--- config.mk ---
export PLATFORM = sky130hd
export DESIGN_NAME = led_scan_driver_n
export DESIGN_NICKNAME = d
export VERILOG_FILES = /design/src/rtl/led_pkg.sv /design/src/rtl/bin2bcd_seq.sv /design/src/rtl/led_scan_driver_n.sv
export SDC_FILE = /design/constraint.sdc
export NUM_CORES = 1
export LEC_CHECK = 0
export CORE_ASPECT_RATIO = 0.6
export CORE_UTILIZATION = 61
export CTS_BUF_LIST = sky130_fd_sc_hd__clkbuf_8
export CTS_CLUSTER_SIZE = 10
export DETAILED_ROUTE_END_ITERATION = 8
export PLACE_DENSITY = 0.82
export SLEW_MARGIN = 20
export SYNTH_ARGS = -nofsm -noshare
export SYNTH_HDL_FRONTEND = slang
export SYNTH_HIERARCHICAL = 1
export SYNTH_SLANG_ARGS = --single-unit
--- constraint.sdc ---
create_clock -name clk_out -period 2.6 [get_ports clk_out]
set_input_delay 0.52 -clock clk_out [delete_from_list [all_inputs] [get_ports clk_out]]
set_output_delay 0.52 -clock clk_out [all_outputs]
set_load 0.02 [all_outputs]
--- src/rtl/led_pkg.sv ---
// rtl/led_pkg.sv - shared types, states and constants for the LED scan driver
package led_pkg;

    typedef logic [3:0] bcd_t;

    typedef enum logic [1:0] {
        SCAN_CLEAR,
        SCAN_SYNC,
        SCAN_RUN
    } scan_state_e;

    typedef enum logic [1:0] {
        CONV_IDLE,
        CONV_CONVERT,
        CONV_HOLD
    } conv_state_e;

    localparam bcd_t BLANK_CODE_DEFAULT = 4'hF;

    function automatic logic [63:0] pow10(input int n);
        logic [63:0] r;
        r = 64'd1;
        for (int i = 0; i < 20; i++) begin
            if (i < n) r = r * 64'd10;
        end
        return r;
    endfunction

endpackage

--- src/rtl/bin2bcd_seq.sv ---
// rtl/bin2bcd_seq.sv - sequential double-dabble binary to BCD converter
module bin2bcd_seq
    import led_pkg::*;
#(
    parameter int VALUE_W    = 32,
    parameter int NUM_DIGITS = 8
) (
    input  logic                    clk_out,
    input  logic                    rst,
    input  logic                    start,
    input  logic [VALUE_W-1:0]      value,
    output logic                    busy,
    output logic                    done,
    output logic [4*NUM_DIGITS-1:0] bcd,
    output logic                    overflow
);

    localparam int          BCD_W = 4 * NUM_DIGITS + 4;
    localparam int          CNT_W = $clog2(VALUE_W + 1);
    localparam logic [63:0] LIMIT = pow10(NUM_DIGITS);

    logic               busy_q, busy_d;
    logic [CNT_W-1:0]   cnt_q, cnt_d;
    logic [VALUE_W-1:0] sh_q, sh_d;
    logic [BCD_W-1:0]   bcd_q, bcd_d;
    logic [BCD_W-1:0]   adj;
    logic               ovf_q, ovf_d;

    always_comb begin
        adj = bcd_q;
        for (int i = 0; i < NUM_DIGITS + 1; i++) begin
            if (bcd_q[4*i +: 4] >= 4'd5) adj[4*i +: 4] = bcd_q[4*i +: 4] + 4'd3;
        end
    end

    // done is high during the last shift so the caller can leave CONVERT on time
    assign done = busy_q && (cnt_q == CNT_W'(VALUE_W - 1));

    always_comb begin
        busy_d = busy_q;
        cnt_d  = cnt_q;
        sh_d   = sh_q;
        bcd_d  = bcd_q;
        ovf_d  = ovf_q;
        if (busy_q) begin
            bcd_d  = (adj << 1) | BCD_W'(sh_q[VALUE_W-1]);
            sh_d   = sh_q << 1;
            cnt_d  = cnt_q + 1'b1;
            busy_d = !done;
        end else if (start) begin
            busy_d = 1'b1;
            cnt_d  = '0;
            sh_d   = value;
            bcd_d  = '0;
            ovf_d  = (64'(value) >= LIMIT);
        end
    end

    always_ff @(posedge clk_out) begin
        if (rst) begin
            busy_q <= 1'b0;
            cnt_q  <= '0;
            sh_q   <= '0;
            bcd_q  <= '0;
            ovf_q  <= 1'b0;
        end else begin
            busy_q <= busy_d;
            cnt_q  <= cnt_d;
            sh_q   <= sh_d;
            bcd_q  <= bcd_d;
            ovf_q  <= ovf_d;
        end
    end

    assign busy     = busy_q;
    assign bcd      = bcd_q[4*NUM_DIGITS-1:0];
    assign overflow = ovf_q;

endmodule

--- src/rtl/led_scan_driver_n.sv ---
// rtl/led_scan_driver_n.sv - multi-digit LED scan driver with tear-free frame commit
module led_scan_driver_n
    import led_pkg::*;
#(
    parameter int   NUM_DIGITS = 8,
    parameter int   VALUE_W    = 32,
    parameter bcd_t BLANK_CODE = BLANK_CODE_DEFAULT
) (
    input  logic                          clk_out,
    input  logic                          rst,
    input  logic [VALUE_W-1:0]            value_in,
    input  logic                          value_valid,
    output logic                          value_ready,
    input  logic                          blank_lz,
    output logic                          cclr_neg,
    output logic [3:0]                    num,
    output logic [$clog2(NUM_DIGITS)-1:0] digit_idx,
    output logic                          frame_start,
    output logic                          overflow
);

    localparam int               IDX_W    = $clog2(NUM_DIGITS);
    localparam logic [IDX_W-1:0] LAST_IDX = IDX_W'(NUM_DIGITS - 1);

    scan_state_e scan_q, scan_d;
    conv_state_e conv_q, conv_d;

    bcd_t disp_q     [NUM_DIGITS];
    bcd_t disp_d     [NUM_DIGITS];
    bcd_t commit_val [NUM_DIGITS];

    logic             cclr_neg_q, cclr_neg_d;
    bcd_t             num_q, num_d;
    logic [IDX_W-1:0] idx_q, idx_d;
    logic             frame_start_q, frame_start_d;
    logic             overflow_q, overflow_d;
    logic             ready_q, ready_d;

    logic                    cvt_start, cvt_busy, cvt_done, cvt_ovf;
    logic [4*NUM_DIGITS-1:0] cvt_bcd;
    logic                    commit_slot;
    logic                    seen_nz;
    bcd_t                    digit;

    assign cvt_start = value_valid && ready_q && !cvt_busy;

    bin2bcd_seq #(
        .VALUE_W    (VALUE_W),
        .NUM_DIGITS (NUM_DIGITS)
    ) u_bin2bcd (
        .clk_out  (clk_out),
        .rst      (rst),
        .start    (cvt_start),
        .value    (value_in),
        .busy     (cvt_busy),
        .done     (cvt_done),
        .bcd      (cvt_bcd),
        .overflow (cvt_ovf)
    );

    // Saturation wins over blanking; digit 0 is never blanked
    always_comb begin
        commit_val = '{default: '0};
        seen_nz    = 1'b0;
        digit      = '0;
        for (int i = NUM_DIGITS - 1; i >= 0; i--) begin
            digit = cvt_bcd[4*i +: 4];
            if (cvt_ovf) commit_val[i] = 4'd9;
            else if (blank_lz && !seen_nz && digit == 4'd0 && i != 0) commit_val[i] = BLANK_CODE;
            else commit_val[i] = digit;
            seen_nz = seen_nz || (digit != 4'd0);
        end
    end

    assign commit_slot = (scan_q == SCAN_SYNC) || (scan_q == SCAN_RUN && idx_q == LAST_IDX);

    always_comb begin
        conv_d     = conv_q;
        disp_d     = disp_q;
        overflow_d = overflow_q;
        case (conv_q)
            CONV_IDLE:    if (cvt_start) conv_d = CONV_CONVERT;
            CONV_CONVERT: if (cvt_done) conv_d = CONV_HOLD;
            CONV_HOLD: begin
                if (commit_slot) begin
                    conv_d     = CONV_IDLE;
                    disp_d     = commit_val;
                    overflow_d = cvt_ovf;
                end
            end
            default:      conv_d = CONV_IDLE;
        endcase
        ready_d = (conv_d == CONV_IDLE);
    end

    // num reads disp_d so the digit 0 after a commit already shows the new value
    always_comb begin
        scan_d        = scan_q;
        cclr_neg_d    = cclr_neg_q;
        idx_d         = idx_q;
        frame_start_d = 1'b0;
        case (scan_q)
            SCAN_CLEAR: begin
                scan_d     = SCAN_SYNC;
                cclr_neg_d = 1'b1;
            end
            SCAN_SYNC: begin
                scan_d        = SCAN_RUN;
                idx_d         = '0;
                frame_start_d = 1'b1;
            end
            SCAN_RUN: begin
                idx_d         = (idx_q == LAST_IDX) ? '0 : idx_q + 1'b1;
                frame_start_d = (idx_q == LAST_IDX);
            end
            default:    scan_d = SCAN_CLEAR;
        endcase
        num_d = (scan_d == SCAN_RUN) ? disp_d[idx_d] : '0;
    end

    always_ff @(posedge clk_out) begin
        if (rst) begin
            scan_q        <= SCAN_CLEAR;
            conv_q        <= CONV_IDLE;
            disp_q        <= '{default: '0};
            cclr_neg_q    <= 1'b0;
            num_q         <= '0;
            idx_q         <= '0;
            frame_start_q <= 1'b0;
            overflow_q    <= 1'b0;
            ready_q       <= 1'b0;
        end else begin
            scan_q        <= scan_d;
            conv_q        <= conv_d;
            disp_q        <= disp_d;
            cclr_neg_q    <= cclr_neg_d;
            num_q         <= num_d;
            idx_q         <= idx_d;
            frame_start_q <= frame_start_d;
            overflow_q    <= overflow_d;
            ready_q       <= ready_d;
        end
    end

    assign value_ready = ready_q;
    assign cclr_neg    = cclr_neg_q;
    assign num         = num_q;
    assign digit_idx   = idx_q;
    assign frame_start = frame_start_q;
    assign overflow    = overflow_q;

endmodule

## Yosys cells after proc, flatten, opt, wreduce, memory -nomap -nowiden

Index checks and enable logic that the tools add are counted.

- $add $sub $neg: 11
- Multiply operators: 0
- Divide/modulo/power cells: 0
- $lt $le $gt $ge: 11
- Equal/unequal tests: 7
- Shifts and indexed selects: 0
- Mux-type cells: 45
- Bitwise logic cells: 4
- Reduce and logical (&&, ||, !) cells: 52

Operators by type and width:

| operator | count |
|---|---|
| two-way mux 32 bit | 4 |
| two-way mux 4 bit | 25 |
| two-way mux 36 bit | 2 |
| >= comparator 4 x 3 -> 1 bit, second input constant | 9 |
| bitwise OR 36 x 1 -> 36 bit | 1 |
| adder 4 x 2 -> 4 bit, second input constant | 8 |
| >= comparator 32 x 27 -> 1 bit, second input constant | 1 |
| zero test 4 bit | 7 |
| nonzero test 4 bit | 6 |
| logical AND 1 bit | 17 |
| binary-select mux 4 bit (select 3 bit) | 1 |
| two-way mux 6 bit | 2 |
| one-hot mux 2 bit (3 select lines) | 2 |
| zero test 1 bit | 8 |
| adder 6 x 1 -> 6 bit, second input constant | 1 |
| == test 2 bit, second input constant | 3 |
| == test 6 x 5 -> 1 bit, second input constant | 1 |
| zero test 2 bit | 3 |
| logical OR 1 bit | 6 |
| two-way mux 2 bit | 3 |
| two-way mux 3 bit | 2 |
| one-hot mux 3 bit (2 select lines) | 1 |
| == test 2 x 1 -> 1 bit, second input constant | 2 |
| >= comparator 4 bit, second input constant | 1 |
| 10 further kinds | 14 |

- Flip-flop bits (word level): 123
- Bits in latches: 0
- Memory bits (writable): 0
- ROM bits: 0
- Input port bits: 36
- Word-level logic and storage cells: 152
- Memories: 0

## Depth between registers and ports, before layout

Gate-level depths: netlist of the first run.

- Depth after elaboration: 16
- Depth in mapped cells: 9
- Depth with buffers taken out: 8

## By module

The synthesis of the first run kept the hierarchy.

By module, submodules not included:

| module | instances | cells an instance | area each (um^2) | seq. area each (um^2) |
|---|---|---|---|---|
| bin2bcd_seq | 1 | 427 | 3932.5 | 1441.4 |
| led_scan_driver_n | 1 | 270 | 2391.0 | 940.9 |

## Least setup slack after synthesis of the first run

No wires, ideal clock.

- Kind: register to register
- From: register idx_q[0], in the netlist digit_idx[0]
- To: register num_q[1], in the netlist num[1]
- Data arrival time: 2.084 ns
- Required time: 2.478 ns
- Setup slack: 0.394 ns
- Cell stages (with the launch flop): 9
- Period minus slack after synthesis: 2.206 ns
- Path through: dfxtp_1 ha_1 ha_1 a21oi_4 nor2_2 and3_1 a211oi_1 o221ai_1 o32a_1

- Longest elaborated chain between the ends: 8

Ends and longest elaborated chain:

| element | line | source |
|---|---|---|
| start: declaration | led_scan_driver_n.sv:34 | `logic [IDX_W-1:0] idx_q, idx_d;` |
| start signal: assignment | led_scan_driver_n.sv:138 | `idx_q <= idx_d;` |
| branches (longest 5 deep; another with adder 3 x 1 -> 3 bit) | n/a |  |
| binary-select mux 4 bit (select 3 bit) * | led_scan_driver_n.sv:118 | `num_d = (scan_d == SCAN_RUN) ? disp_d[idx_d] : '0;` |
| two-way mux 4 bit (not written as such) * (2 in series) | led_scan_driver_n.sv:118 |  |
| end signal: assignment | led_scan_driver_n.sv:137 | `num_q <= num_d;` |
| end: declaration | led_scan_driver_n.sv:33 | `bcd_t num_q, num_d;` |

Mark *: on every way between the ends. The select of a mux whose other input is x is not followed.
A chain may end at the register's enable or synchronous reset.

## Final worst setup path of the first run

- From: register idx_q[0], in the netlist digit_idx[0]
- To: register num_q[3], in the netlist num[3]

The elaborated chain is that of the path after synthesis.

==> impl_metrics.json, run 1 <==
{
  "cts_buffers": 17,
  "cts_max_path_buffers": 2,
  "criticalPathCategory": "reg2reg",
  "postCtsHoldBufs": 0,
  "finalPower_mw": 3.92,
  "path_clk_slew_ns": 0.07,
  "grt_overflow": 0,
  "placedCellCount": 876,
  "synth_nets": 756,
  "via_per_inst": 6.29,
  "initial_utilization": 0.636,
  "worstMarginPinSlew_ns": 0.554,
  "yosysMostFrequentCell": "dfxtp_1",
  "netlist.top_cell.by_area": "dfxtp_1",
  "slew_violations": 0,
  "synth_common_cells": "dfxtp_1 (119), nor2_1 (71), inv_1 (45)",
  "drc_errors": 0,
  "synth.avg_cell_area_um2": 9.07,
  "synth_area_um2": 6320,
  "row_count": 28,
  "fin_crit_ns": 2.45,
  "yosysSeqAreaShare": 0.377,
  "portBuffers": 46,
  "final_antenna_net_count": 0,
  "diodes": 0,
  "fmax_ghz": 0.408,
  "post-place-ws_ns": 0.0229,
  "grt_antenna_before_repair": 0,
  "post-route-period-util": 0.942,
  "synth-edff-count": 0,
  "fillers": 710,
  "drive_gt1_frac": 0.155,
  "grt_max_degree": 70,
  "via_count": 5694,
  "ys_types": 75,
  "syn_inst": 697,
  "cp_data_arrival_time_ns": 2.78,
  "rsz0062_at_grt": "false",
  "hpwl_mm": 12.0,
  "wirelength_mm": 16.6,
  "status": "finished clean",
  "drt_iter0_markers": 558,
  "cap_violations": 0,
  "fin_ws_ns": 0.150,
  "ys_seq_elements": 119,
  "clock_skew_ns": 0.00906,
  "postSynth.asyncResetShare": 0,
  "post_cts_buffers": 0,
  "final-setup-viol-count": 0,
  "cts_resized": 0,
  "relSlewSlack": 0.630,
  "die_height_um": 80.9,
  "final_nets": 819,
  "crit_path_end_kind": "flop",
  "track_usage": 0.316,
  "drt_first_pass_iters": 5,
  "die-width_um": 133,
  "fin_cells": 905,
  "min_path_type": "reg2reg",
  "vdd_drop_max_mv": 0.354,
  "hold_ws_ns": 0.459,
  "grt_pass1_vias": 5412,
  "htreeDepth": 4,
  "yosysWarnings": 6,
  "crit_fanout": 7,
  "pin_count": 47,
  "die_area_um2": 10800,
  "cp-start-kind": "flop",
  "powerDensity_nw_per_um2": 534,
  "cts_tree": "yes",
  "wire_per_inst_um": 18.3,
  "grt_pass1_wl_mm": 26.2,
  "gp_routability_congestion": 0.977,
  "clock_latency_ns": 0.44,
  "ys.flop_type": "dfxtp_1",
  "clock-sinks": 119,
  "synthTopCellsByArea": "dfxtp_1 (38%), mux2_2 (5.7%), mux2i_1 (5.2%)",
  "finalSetupTns_ns": 0,
  "cp_data_required_time_ns": 2.93,
  "synth_top_cell_area_share": 0.377,
  "power_leakage_nw": 2.67,
  "core_area_um2": 9950,
  "areaGrowthSynthToFinish_pct": 16.1,
  "cts_root_buffer": "clkbuf_8",
  "hold_violations": 0
}
-- layout by cell type, fill, tap and decap left out, drive strengths merged, types with 5 or more instances in the layout --
cell           count
o221ai             6
inv               48
o21a               9
nor3b             12
dfxtp            119
nand2b            19
o32ai             14
ha                23
clkdlybuf4s50     45
nand3             16
and2               9
clkbuf            22
xnor2              7
o211ai            23
nor3              13
mux2              32
o2111ai           17
nand2             44
nor4              10
nor2b             11
buf               32
o21ai             30
a221oi             5
a21oi             27
nor2              74
mux2i             33
-- critical path: stages, from the launching register on --
cell and delay (ns):
dfxtp_1 0.45, ha_1 0.20, ha_1 0.17, buf_4 0.14, a21oi_4 0.06, nor2_2 0.19
mux2_2 0.39, a221oi_1 0.30, o211ai_1 0.24, o211a_1 0.19
-- layout make-up --
type,instances,area (um2),share of cell area
Inverter,45,169,0.0230
Clock inverter,7,31.3,0.00426
Multi-Input combinational cell,500,3570,0.487
Tap cell,135,169,0.0230
Timing Repair Buffer,77,713,0.0972
Sequential cell,119,2380,0.325
Clock buffer,22,303,0.0413
-- logic make-up after synthesis --
group | count (synthesis) | synth area share
AO/OA/AOI/OAI | 169 | 0.194
flip-flops | 119 | 0.377
multiplexers | 65 | 0.109
XOR/XNOR | 7 | 0.00970
buffers and inverters | 78 | 0.0613
AND/OR/NAND/NOR | 236 | 0.203
adder cells (fa/ha/maj) | 23 | 0.0455
-- final timing paths --
| path | startpoint | to | slack [ns] | cells past startpoint |
|---|---|---|---|---|
| worst max-delay path | digit_idx[0] | num[3] | 0.15 | 9 |
| worst min-delay path | disp_q[13] | disp_q[13] | 0.46 | 2 |
| worst max register to register | digit_idx[0] | num[3] | 0.15 | 9 |
| worst min register to register | disp_q[13] | disp_q[13] | 0.46 | 2 |
-- where the power goes --
group | switching (mW) | internal (mW)
clock network | 0.696 | 0.752
logic | 0.314 | 0.250
registers | 0.0365 | 1.87
total | 1.05 | 2.87
-- per-layer routing --
metal / global-route usage / up-vias / routed length (um)
li1: - / 2665 / -
met1: 0.402 / 2671 / 7370
met4: 0.173 / 0 / 407
met2: 0.486 / 301 / 7200
met5: 0 / - / 0
met3: 0.0949 / 57 / 1610
-- metrics by stage --
stage,instance area [um2],util
floorplan,6320,-
global placement,7000,0.703
detailed placement,7000,0.703
CTS,7330,0.737
global route,7340,0.738
finish,7340,0.738
-- sequential cells by signal, indices dropped and copies added, names as in the netlist, 2 cells and up --
register	count
digit_idx	3
conv_q	2
u_bin2bcd/bcd_q	32
num	4
u_bin2bcd/cnt_q	6
disp_q	32
u_bin2bcd/sh_q	32
scan_q	2
(Power assumes the default switching activity.)
==> inputs of run 2 (changes only) <==
--- a/config.mk
+++ b/config.mk
@@ -6,6 +6,7 @@
 export NUM_CORES = 1
 export LEC_CHECK = 0
 export CORE_ASPECT_RATIO = 0.6
+export CORE_MARGIN = 8
 export CORE_UTILIZATION = 61
 export CTS_BUF_LIST = sky130_fd_sc_hd__clkbuf_8
 export CTS_CLUSTER_SIZE = 10
==> impl_metrics.json, run 2 (synthesis results as in run 1) <==
{
  "fin_cells": 909,
  "pin_count": 47,
  "slew_violations": 0,
  "fin_crit_ns": 2.51,
  "drt_iter0_markers": 584,
  "row_count": 28,
  "fillers": 691,
  "final_common_cell": "dfxtp_1",
  "hpwl_mm": 12.5,
  "postLayoutCoreUtil": 0.746,
  "grt_overflow": 0,
  "grt_antenna_before_repair": 0,
  "cp-start-kind": "flop",
  "post-place-ws_ns": 0.0791,
  "final-setup-viol-count": 0,
  "fin_area_um2": 7440,
  "crit_path_end_kind": "flop",
  "fin_ws_ns": 0.0904,
  "diodes": 0,
  "cts_tree": "yes",
  "via_count": 5753,
  "die_area_um2": 14000,
  "clock_latency_ns": 0.44,
  "clock-sinks": 119,
  "power_leakage_nw": 2.70,
  "status": "finished clean",
  "placedCellCount": 877,
  "grt_pass1_vias": 5431,
  "via_per_inst": 6.33,
  "final_antenna_net_count": 0,
  "core_area_um2": 9980,
  "path_clk_slew_ns": 0.08,
  "clock_power_share": 0.422,
  "cp_data_arrival_time_ns": 2.84,
  "crit_fanout": 7,
  "cts_max_path_buffers": 2,
  "relSlewSlack": 0.540,
  "grt_pass1_wl_mm": 27.6,
  "hold_ws_ns": 0.466,
  "vdd_drop_max_mv": 0.342,
  "grt_max_degree": 84,
  "dpl_cell_area_um2": 7020,
  "reg_top3": "disp_q x32, u_bin2bcd/bcd_q x32, u_bin2bcd/sh_q x32",
  "final_cell_mix": "dfxtp_1 (118), nor2_1 (70), inv_1 (45), clkdlybuf4s50_1 (45), nand2_1 (43)",
  "worstMarginPinSlew_ns": 0.688,
  "min_path_cells": 2,
  "reg2reg_slack_ns": 0.09,
  "wire_per_inst_um": 19.2,
  "drt_first_pass_iters": 6,
  "post-route-period-util": 0.965,
  "cap_violations": 0,
  "criticalPathCategory": "reg2reg",
  "hold_violations": 0,
  "post_cts_buffers": 0,
  "wirelength_mm": 17.5,
  "rsz0062_at_grt": "false",
  "finalPower_mw": 4.26,
  "powerDensity_nw_per_um2": 572,
  "cts_root_buffer": "clkbuf_8",
  "drive_gt1_frac": 0.161,
  "die-width_um": 147,
  "track_usage": 0.246,
  "min_path_type": "reg2reg",
  "ff2ff_path_depth": 8,
  "pwr-share-comb": 0.131,
  "p_int_mw": 3.09,
  "cts_buffers": 17,
  "die_height_um": 94.9,
  "clock_skew_ns": 0.00944,
  "areaGrowthSynthToFinish_pct": 17.7,
  "portBuffers": 46,
  "htreeDepth": 4,
  "final_nets": 820,
  "initial_utilization": 0.633,
  "switching_share": 0.274,
  "gp_routability_congestion": 0.923,
  "cp_data_required_time_ns": 2.94,
  "fmax_ghz": 0.398,
  "finalSetupTns_ns": 0,
  "net-switching-power_mw": 1.17,
  "seq_power_share": 0.447,
  "drc_errors": 0
}
==> run 2: routing by layer <==
metal	GRT usage	part of all wire	vias to the layer above
met5	0	0	-
met4	0.0844	0.015	0
met3	0.0731	0.10	33
met2	0.379	0.44	319
met1	0.325	0.44	2730
li1	-	-	2671
==> run 2: timing repair <==
action / CTS / global route
hold buffers: 0 / 0
endpoints found under the setup margin: 0 / 2
gates resized for setup: 0 / 1
==> run 2: area by class of cell <==
class | instances | area [um2] | area share
Sequential cell | 119 | 2380 | 0.320
Timing Repair Buffer | 78 | 733 | 0.0985
Tap cell | 135 | 169 | 0.0227
Inverter | 45 | 169 | 0.0227
Clock inverter | 14 | 175 | 0.0235
Multi-Input combinational cell | 500 | 3570 | 0.479
Clock buffer | 18 | 248 | 0.0333
==> run 2: worst max-delay path, cell delays in order (launching register included) <==
cell,delay [ns]
dfxtp_1,0.42
ha_1,0.19
ha_1,0.16
a21o_1,0.22
nand3_1,0.18
buf_4,0.22
o32ai_1,0.62
o221ai_1,0.24
o211a_1,0.17
==> run 2: power groups by stage <==
stage               logic (mW)  registers (mW)  clock network, mW
detailed placement       0.544            1.95                  0
global route             0.596            1.91               1.90
CTS                      0.548            1.90               1.81
global placement         0.523            1.94                  0
finish                   0.557            1.91               1.80
floorplan                0.352            1.95                  0
==> run 2: worst paths after layout <==
path                     end    startpoint
hold / removal    disp_q[14]    disp_q[14]
setup / recovery      num[0]  digit_idx[1]
setup reg to reg      num[0]  digit_idx[1]
hold reg to reg   disp_q[14]    disp_q[14]
==> inputs of run 3 (changes only) <==
--- a/config.mk
+++ b/config.mk
@@ -5,13 +5,15 @@
 export SDC_FILE = /design/constraint.sdc
 export NUM_CORES = 1
 export LEC_CHECK = 0
+export CELL_PAD_IN_SITES_DETAIL_PLACEMENT = 1
+export CELL_PAD_IN_SITES_GLOBAL_PLACEMENT = 1
 export CORE_ASPECT_RATIO = 0.6
 export CORE_MARGIN = 8
-export CORE_UTILIZATION = 61
+export CORE_UTILIZATION = 47
 export CTS_BUF_LIST = sky130_fd_sc_hd__clkbuf_8
 export CTS_CLUSTER_SIZE = 10
 export DETAILED_ROUTE_END_ITERATION = 8
-export PLACE_DENSITY = 0.82
+export PLACE_DENSITY = 0.81
 export SLEW_MARGIN = 20
 export SYNTH_ARGS = -nofsm -noshare
 export SYNTH_HDL_FRONTEND = slang
==> constraint.sdc (replaced) <==
create_clock -name clk_out -period 2.6 [get_ports clk_out]
set_input_delay 0.52 -clock clk_out [delete_from_list [all_inputs] [get_ports clk_out]]
set_output_delay 0.52 -clock clk_out [all_outputs]
set_load 0.05 [all_outputs]
==> impl_metrics.json, run 3 (synthesis results as in run 1) <==
{
  "htreeDepth": 4,
  "drive_gt1_frac": 0.159,
  "row_count": 32,
  "finalPower_mw": 4.17,
  "core_area_um2": 13000,
  "wirelength_mm": 20.6,
  "clock-sinks": 119,
  "cts_tree": "yes",
  "clock_skew_ns": 0.00981,
  "path_clk_slew_ns": 0.07,
  "p_int_mw": 3.01,
  "min_path_type": "reg2reg",
  "postCtsHoldBufs": 0,
  "reg_top3": "disp_q x32, u_bin2bcd/bcd_q x32, u_bin2bcd/sh_q x32",
  "die_height_um": 106,
  "grt_max_degree": 84,
  "r2r_end": "num[0]",
  "post-route-period-util": 0.967,
  "cts_max_path_buffers": 2,
  "ff_latch_area_um2": 2380,
  "cts_root_buffer": "clkbuf_8",
  "crit_path_end_kind": "flop",
  "crit_fanout": 9,
  "criticalPathCategory": "reg2reg",
  "hpwl_mm": 14.9,
  "ff2ff_path_depth": 9,
  "wire_per_inst_um": 21.8,
  "reg2reg_slack_ns": 0.08,
  "areaGrowthSynthToFinish_pct": 17.9,
  "postLayoutCoreUtil": 0.575,
  "rsz0062_at_grt": "false",
  "final-setup-viol-count": 0,
  "grt_pass1_vias": 6032,
  "diodes": 0,
  "fmax_ghz": 0.398,
  "cap_violations": 0,
  "grt_pass1_wl_mm": 32.9,
  "post-place-ws_ns": 0.00667,
  "drt_first_pass_iters": 5,
  "drt_iter0_markers": 460,
  "seq_power_share": 0.458,
  "die-width_um": 166,
  "drc_errors": 0,
  "pwr-share-comb": 0.148,
  "power_leakage_nw": 2.70,
  "via_per_inst": 6.06,
  "cts_resized": 0,
  "initial_utilization": 0.487,
  "final_antenna_net_count": 0,
  "cp_data_required_time_ns": 2.92,
  "post_cts_buffers": 0,
  "net-switching-power_mw": 1.16,
  "gp_routability_congestion": 0.916,
  "cp-start-kind": "flop",
  "relSlewSlack": 0.432,
  "via_count": 5736,
  "powerDensity_nw_per_um2": 559,
  "hp-start": "disp_q[13]",
  "hold_ws_ns": 0.464,
  "clock_latency_ns": 0.44,
  "final_common_cell": "dfxtp_1",
  "grt_antenna_before_repair": 0,
  "final_nets": 822,
  "final_cell_mix": "dfxtp_1 (118), nor2_1 (70), inv_1 (49)",
  "vdd_drop_max_mv": 0.277,
  "fin_crit_ns": 2.52,
  "switching_share": 0.278,
  "fillers": 1517,
  "worstMarginPinSlew_ns": 0.845,
  "cts_buffers": 17,
  "die_area_um2": 17500,
  "clock_power_share": 0.394,
  "status": "finished clean",
  "grt_overflow": 0,
  "timing.rr.start": "digit_idx[1]",
  "min_to": "disp_q[13]",
  "finalSetupTns_ns": 0,
  "multi_input_area_um2": 3570,
  "track_usage": 0.231,
  "portBuffers": 46,
  "fin_ws_ns": 0.0849,
  "cp_data_arrival_time_ns": 2.84,
  "hold_violations": 0,
  "min_path_cells": 2,
  "slew_violations": 0,
  "pin_count": 47
}
==> run 3: final cells by class <==
cell class	instances	share of cell area
multi-input cells	500	0.478
clock inverters	13	0.0154
inverters	45	0.0227
flip-flops and latches	119	0.320
repair buffers	80	0.100
clock buffers	19	0.0351
well taps	170	0.0285
==> run 3: worst max-delay path by stage <==
stage            startpoint     end  slack (ns)  cells past startpoint
5_1_grt        digit_idx[1]  num[0]       0.005                      9
6_report       digit_idx[1]  num[0]        0.08                      9
3_3_place_gp       blank_lz  num[2]        0.09                      8
4_1_cts        digit_idx[1]  num[0]         0.1                      8
3_5_place_dp       blank_lz  num[2]       0.007                      8
2_1_floorplan  digit_idx[0]  num[3]        0.16                      8
==> run 3: worst max-delay path, cell delays in order, from the launching register on <==
cell and delay (ns):
dfxtp_1 0.44, ha_1 0.19, ha_1 0.25, a21oi_4 0.08, buf_4 0.19, nor2_8 0.21
o21ai_1 0.15, o22ai_1 0.47, o221ai_1 0.24, o211a_1 0.18
==> run 3: power groups by stage <==
stage / registers [mW] / clock network (mW) / logic (mW)
3_5_place_dp: 1.95 / 0 / 0.597
3_3_place_gp: 1.95 / 0 / 0.575
2_1_floorplan: 1.96 / 0 / 0.352
5_1_grt: 1.91 / 1.76 / 0.656
4_1_cts: 1.91 / 1.68 / 0.604
6_report: 1.91 / 1.64 / 0.616
==> run 3: routing by layer <==
layer | part of all wire | wire (um) | GRT usage | vias up
met5 | 0 | 0 | 0 | -
met4 | 0.011 | 231 | 0.0621 | 0
met3 | 0.077 | 1580 | 0.0783 | 28
met2 | 0.45 | 9320 | 0.356 | 174
met1 | 0.46 | 9480 | 0.304 | 2869
li1 | - | - | - | 2665
==> run 3: metrics by stage <==
| step | std cells | area [um2] |
|---|---|---|
| floorplan | 697 | 6320 |
| global placement | 914 | 7070 |
| detailed placement | 914 | 7070 |
| CTS | 946 | 7450 |
| global route | 946 | 7460 |
| finish | 946 | 7460 |
